`config.mk`:
```
export PLATFORM = sky130hd
export DESIGN_NAME = rpn_stack
export DESIGN_NICKNAME = d
export VERILOG_FILES = /design/src/rtl/rpn_pkg.sv /design/src/rtl/stack_regfile.sv /design/src/rtl/rpn_stack.sv
export SDC_FILE = /design/constraint.sdc
export NUM_CORES = 1
export LEC_CHECK = 0
export ABC_AREA = 1
export BUFFER_PORTS_ARGS = -buffer_cell sky130_fd_sc_hd__clkbuf_2
export CAP_MARGIN = 20
export CORE_MARGIN = 3
export CORE_UTILIZATION = 40
export CTS_CLUSTER_DIAMETER = 100
export DETAILED_ROUTE_END_ITERATION = 7
export MAX_ROUTING_LAYER = met4
export SETUP_SLACK_MARGIN = 0.05
export SYNTH_ARGS = -nofsm -noshare
export SYNTH_HDL_FRONTEND = slang
export SYNTH_HIERARCHICAL = 1
export SYNTH_SLANG_ARGS = --single-unit
export TNS_END_PERCENT = 50
```
`constraint.sdc`:
```
create_clock -name clk -period 5.7 [get_ports clk]
set_input_delay 0.855 -clock clk [delete_from_list [all_inputs] [get_ports clk]]
set_output_delay 0.855 -clock clk [all_outputs]
set_load 0.01 [all_outputs]
```
`src/rtl/rpn_pkg.sv`:
```
// Shared definitions for the RPN calculator operand stack: default word
// width, the operation-select enum and the request priority helpers.
package rpn_pkg;

  localparam int WORD_W = 16;

  // One operation executes per cycle. This enum names which one it is.
  typedef enum logic [2:0] {
    OP_NONE  = 3'd0,
    OP_CLEAR = 3'd1,
    OP_ANS   = 3'd2,
    OP_PUSH  = 3'd3,
    OP_POP   = 3'd4
  } op_e;

  // Priority encoder over the request lines: clear > ans > push > pop.
  function automatic op_e op_select(input logic clear, input logic ans,
                                    input logic push, input logic pop);
    op_e sel;
    if (clear) begin
      sel = OP_CLEAR;
    end else if (ans) begin
      sel = OP_ANS;
    end else if (push) begin
      sel = OP_PUSH;
    end else if (pop) begin
      sel = OP_POP;
    end else begin
      sel = OP_NONE;
    end
    return sel;
  endfunction

  // True when two or more of the data-path requests compete in one cycle.
  function automatic logic multi_req(input logic ans, input logic push,
                                     input logic pop);
    return (ans & push) | (ans & pop) | (push & pop);
  endfunction

endpackage

```
`src/rtl/stack_regfile.sv`:
```
// Storage array for the operand stack: one synchronous write port and two
// combinational read ports (top and next-of-top). Contents are not reset;
// the owner gates the read data by the current depth.
module stack_regfile
  import rpn_pkg::*;
#(
  parameter int WIDTH = WORD_W,
  parameter int DEPTH = 16,
  parameter int AW    = $clog2(DEPTH)
) (
  input  logic             clk,
  input  logic             we,
  input  logic [AW-1:0]    waddr,
  input  logic [WIDTH-1:0] wdata,
  input  logic [AW-1:0]    raddr_a,
  input  logic [AW-1:0]    raddr_b,
  output logic [WIDTH-1:0] rdata_a,
  output logic [WIDTH-1:0] rdata_b
);

  logic [WIDTH-1:0] mem [DEPTH];

  // Single write port; entries only change when the stack logic commits a write.
  always_ff @(posedge clk) begin
    if (we) begin
      mem[waddr] <= wdata;
    end
  end

  assign rdata_a = mem[raddr_a];
  assign rdata_b = mem[raddr_b];

endmodule

```
`src/rtl/rpn_stack.sv`:
```
// Operand stack for the RPN UART calculator. Parser pushes operands, the ALU
// writes back results (pop two, push one), and the UART reporter watches the
// status and sticky error flags. Exactly one operation commits per cycle.
module rpn_stack
  import rpn_pkg::*;
#(
  parameter int WIDTH = WORD_W,
  parameter int DEPTH = 16,
  parameter int CW    = $clog2(DEPTH + 1)
) (
  input  logic             clk,
  input  logic             rst,
  input  logic [WIDTH-1:0] push_din,
  input  logic             push_en,
  input  logic [WIDTH-1:0] ans_din,
  input  logic             ans_en,
  input  logic             pop_en,
  input  logic             clear,
  output logic [WIDTH-1:0] tos,
  output logic [WIDTH-1:0] nos,
  output logic [CW-1:0]    depth,
  output logic             empty,
  output logic             full,
  output logic             overflow,
  output logic             underflow,
  output logic             collision
);

  localparam int AW = $clog2(DEPTH);
  localparam logic [CW-1:0] FULL_LVL = CW'(DEPTH);

  op_e              op;
  logic             multi;
  logic [CW-1:0]    depth_nx;
  logic             overflow_nx;
  logic             underflow_nx;
  logic             collision_nx;
  logic             we;
  logic [AW-1:0]    waddr;
  logic [WIDTH-1:0] wdata;
  logic [AW-1:0]    tos_addr;
  logic [AW-1:0]    nos_addr;
  logic [WIDTH-1:0] tos_raw;
  logic [WIDTH-1:0] nos_raw;

  // Indices wrap modulo 2^AW; they are only meaningful when the depth gate allows.
  assign tos_addr = depth[AW-1:0] - AW'(1);
  assign nos_addr = depth[AW-1:0] - AW'(2);

  assign op    = op_select(clear, ans_en, push_en, pop_en);
  assign multi = multi_req(ans_en, push_en, pop_en);

  // Decode the winning operation into next depth, flag updates and the write port.
  always_comb begin
    depth_nx     = depth;
    overflow_nx  = overflow;
    underflow_nx = underflow;
    we           = 1'b0;
    waddr        = '0;
    wdata        = '0;
    case (op)
      OP_CLEAR: begin
        depth_nx     = '0;
        overflow_nx  = 1'b0;
        underflow_nx = 1'b0;
      end
      OP_ANS: begin
        if (depth >= CW'(2)) begin
          we       = 1'b1;
          waddr    = nos_addr;
          wdata    = ans_din;
          depth_nx = depth - CW'(1);
        end else begin
          underflow_nx = 1'b1;
        end
      end
      OP_PUSH: begin
        if (depth < FULL_LVL) begin
          we       = 1'b1;
          waddr    = depth[AW-1:0];
          wdata    = push_din;
          depth_nx = depth + CW'(1);
        end else begin
          overflow_nx = 1'b1;
        end
      end
      OP_POP: begin
        if (depth != CW'(0)) begin
          depth_nx = depth - CW'(1);
        end else begin
          underflow_nx = 1'b1;
        end
      end
      OP_NONE: begin
        depth_nx = depth;
      end
      default: begin
        depth_nx = depth;
      end
    endcase
    // Clear wins outright; otherwise any competing requests latch the flag.
    collision_nx = (op == OP_CLEAR) ? 1'b0 : (collision | multi);
  end

  // Commit depth counter and sticky flags; reset overrides every request.
  always_ff @(posedge clk) begin
    if (rst) begin
      depth     <= '0;
      overflow  <= 1'b0;
      underflow <= 1'b0;
      collision <= 1'b0;
    end else begin
      depth     <= depth_nx;
      overflow  <= overflow_nx;
      underflow <= underflow_nx;
      collision <= collision_nx;
    end
  end

  // Reset has to block the write as well, otherwise a push on a reset edge would land.
  stack_regfile #(
    .WIDTH (WIDTH),
    .DEPTH (DEPTH),
    .AW    (AW)
  ) u_regfile (
    .clk     (clk),
    .we      (we & ~rst),
    .waddr   (waddr),
    .wdata   (wdata),
    .raddr_a (tos_addr),
    .raddr_b (nos_addr),
    .rdata_a (tos_raw),
    .rdata_b (nos_raw)
  );

  assign tos   = (depth >= CW'(1)) ? tos_raw : '0;
  assign nos   = (depth >= CW'(2)) ? nos_raw : '0;
  assign empty = (depth == CW'(0));
  assign full  = (depth == FULL_LVL);

endmodule

```
==> impl_metrics.ini <==
[timing]
skew_ps = 9.868
relSlewSlack_pct = 28.29
drv_slew = 0
grt_setup_unrepaired = no
hold_viol = 0
fmax_mhz = 199.2
period_share_pct = 88.09
setup_violations = 0
period_minus_slack_ps = 5021
tightestPinTransition_ps = 1076
fin_ws_ps = 679.0
tns_ps = 0

[placement]
dp_cells = 2397
numPortBuffers = 79
gp_congestion = 0.8274
hpwlAfterDp_um = 27030
dp_slack_ps = 1376

[setup_path]
critPathSlowestCell = dfxtp_4
cp_max_fo = 57
required_ps = 4850
cp.arrival_ps = 4170
crit_top_cell = nand3_1
r2r_cells = 8
crit_type = register to output port
cpPeakStageDelay_ps = 800
cp_num_buf_inv = 6
end_kind = output port
crit_family = buffers and inverters
cp_num_cells = 12
crit_chain = inv_4 > ha_1 > inv_2 > inv_2 > buf_4 > nand3_1 > nand3_1 > nand3_1 > nand2_1 > inv_1 > nor2_1 > clkbuf_2
cp-start-kind = register

[layout]
instances_no_fill = 2456
antenna_cells = 0
finish.net_count = 1978
drive_above_1_share_pct = 10.81
syn_to_final_growth_pct = 11.12
fillers = 3579

[synthesis]
ys_seq_area_share_pct = 52.07
synthesis.nets = 1931
synth.area.top_cells = edfxtp_1 51%, nand2_1 16%, nand3_1 15%, inv_1 7.7%, buf_6 1.6%
synth_top_area_share_pct = 51.01
yosys.area.top_type = edfxtp_1
syn_avg_cell_area_um2 = 7.995
synth_warnings = 6
synth.distinct_cells = 31
ys_ff_latch = 264
syn-cell-area_mm2 = 0.01507
netlist_instances = 1885

[grt]
grt_max_degree = 100
track_usage_pct = 23.76
grt_pass1_vias = 12730
antenna_found_initial = 0
overflow = 0
grt_pass1_wl_um = 72390

[clock_tree]
postCtsSetupBuffers = 0
clkTransAtPathRegs_ps = 60
holdBufCountCts = 0
clk_latency_ps = 570
cts_tree = done
cts.path.max_buffers = 3
cts_inserted_buffers = 30
cts-htree-levels = 1
cts_resized = 0
clock_sinks = 264
cts-root-buf = clkbuf_16

[worst_hold_path]
min_path_cells = 2
hold_class = register to register

[pwr]
p_per_area_mw_per_mm2 = 430.8
p_total_w = 0.007215
ir_drop_v = 0.0003291
switchingPower_w = 0.003037
p_int_w = 0.004178
p_clk_share_pct = 25.4
combPwrFrac_pct = 43.0
seqPwrFrac_pct = 31.6
switching_share_pct = 42.09
power.leakage_nw = 7.759

[floorplanning]
fp.coreArea_mm2 = 0.03687
dieArea_mm2 = 0.04004
die_x_um = 200.1
num_rows = 70
die_h_um = 200.1
io_pins = 80
start_util_pct = 40.87

[route]
num_vias = 13179
drt-wirelength-per-cell_um = 19.38
drtIter0Drc = 1635
routed_wl_um = 47610
dr.pass1.iters = 6
drc_errors = 0
ant_nets = 0
vias_per_cell = 5.366

[outcome]
status = complete, no violations

[job]
cap_violations = 0
[sequential cells by signal, indices dropped and copies added, names as in the netlist]
signal / count
overflow: 1
depth: 5
u_regfile/mem: 256
underflow: 1
collision: 1
[path summary, 6_finish.rpt]
path | start | to | slack, ps
worst max register to register | depth[0]$_SDFFE_PP0P_ | u_regfile/mem[7][13]$_DFFE_PP_ | 1660
worst max-delay path | depth[0]$_SDFFE_PP0P_ | tos[11] | 680
worst min register to register | underflow$_SDFFE_PP0P_ | underflow$_SDFFE_PP0P_ | 460
worst min-delay path | underflow$_SDFFE_PP0P_ | underflow$_SDFFE_PP0P_ | 460
[cell families after synthesis]
group | synth area share [%]
XOR/XNOR | 0.1163
AO/OA/AOI/OAI | 1.196
AND/OR/NAND/NOR | 33.32
flip-flops | 52.07
adder cells (fa/ha/maj) | 0.6642
buffers and inverters | 12.63
[worst register-to-register path, stage by stage, from the launching register on]
cell      delay, ps
dfxtp_4         800
inv_4           450
nand2_1         230
nand3_4         470
nand2_1         400
o22ai_1         170
nand3b_1        320
nor2_2          460
buf_4           410
[area by class of cell]
class                   instances  area, um^2  area share [%]
clock buffers                  38       802.0           4.789
clock inverters                14       113.9          0.6799
inverters                     318        1201           7.172
multi-input cells            1194        5395           32.22
flip-flops and latches        264        7851           46.88
well taps                     504       630.6           3.765
repair buffers                124       753.2           4.498
[synthesized netlist by cell type]
library cell / number
nor2_4: 6
nand4_1: 1
inv_1: 310
nand2_1: 628
a21oi_4: 1
o22ai_1: 3
xor2_1: 2
nand2_2: 2
nand3_4: 2
o31ai_1: 1
a21oi_1: 6
o21ai_1: 7
or2_2: 2
edfxtp_1: 256
o21ai_0: 13
ha_1: 8
buf_4: 22
inv_2: 8
nand3b_1: 2
clkbuf_2: 1
nand3_2: 1
buf_1: 7
nor2_1: 43
o211ai_1: 1
clkbuf_1: 16
buf_6: 22
buf_2: 41
nand2_4: 2
nand3_1: 459
nor2_2: 4
dfxtp_1: 8
[per-stage QoR]
step	hold WS [ps]	cell area, um^2	utilization (%)
finish	456.9	16750	45.42
global route	491.3	16750	45.42
CTS	460.3	16670	45.22
detailed placement	449.8	15760	42.74
global placement	439.9	15740	42.70
floorplan	471.1	15070	-
[routing by layer]
layer	GRT usage, %	routed length [um]
met3	3.088	4835
met4	7.228	1424
met1	32.90	20290
met5	-	0
met2	36.72	21060
[cells in the final DEF (no fill, tap or decap), types with 6 or more instances in the layout]
master / count
o21ai_0: 10
dfxtp_1: 7
clkbuf_1: 7
buf_4: 44
inv_2: 8
nand3_1: 459
clkbuf_16: 31
nor2_2: 18
edfxtp_1: 256
inv_1: 307
ha_1: 8
clkinv_1: 8
clkbuf_2: 79
o21ai_1: 10
nand2_1: 628
a21oi_1: 6
nor2_4: 8
nor2_1: 27
[power groups by stage]
stage	sequential, W	combinational [W]	clock (W)
after global routing	0.00229	0.00336	0.00194
after global placement	0.00232	0.00301	0
after floorplan	0.00229	0.00201	0
after detailed placement	0.00232	0.00302	0
final	0.00228	0.00310	0.00183
after CTS	0.00228	0.00303	0.00186
(Power assumes the default switching activity.)
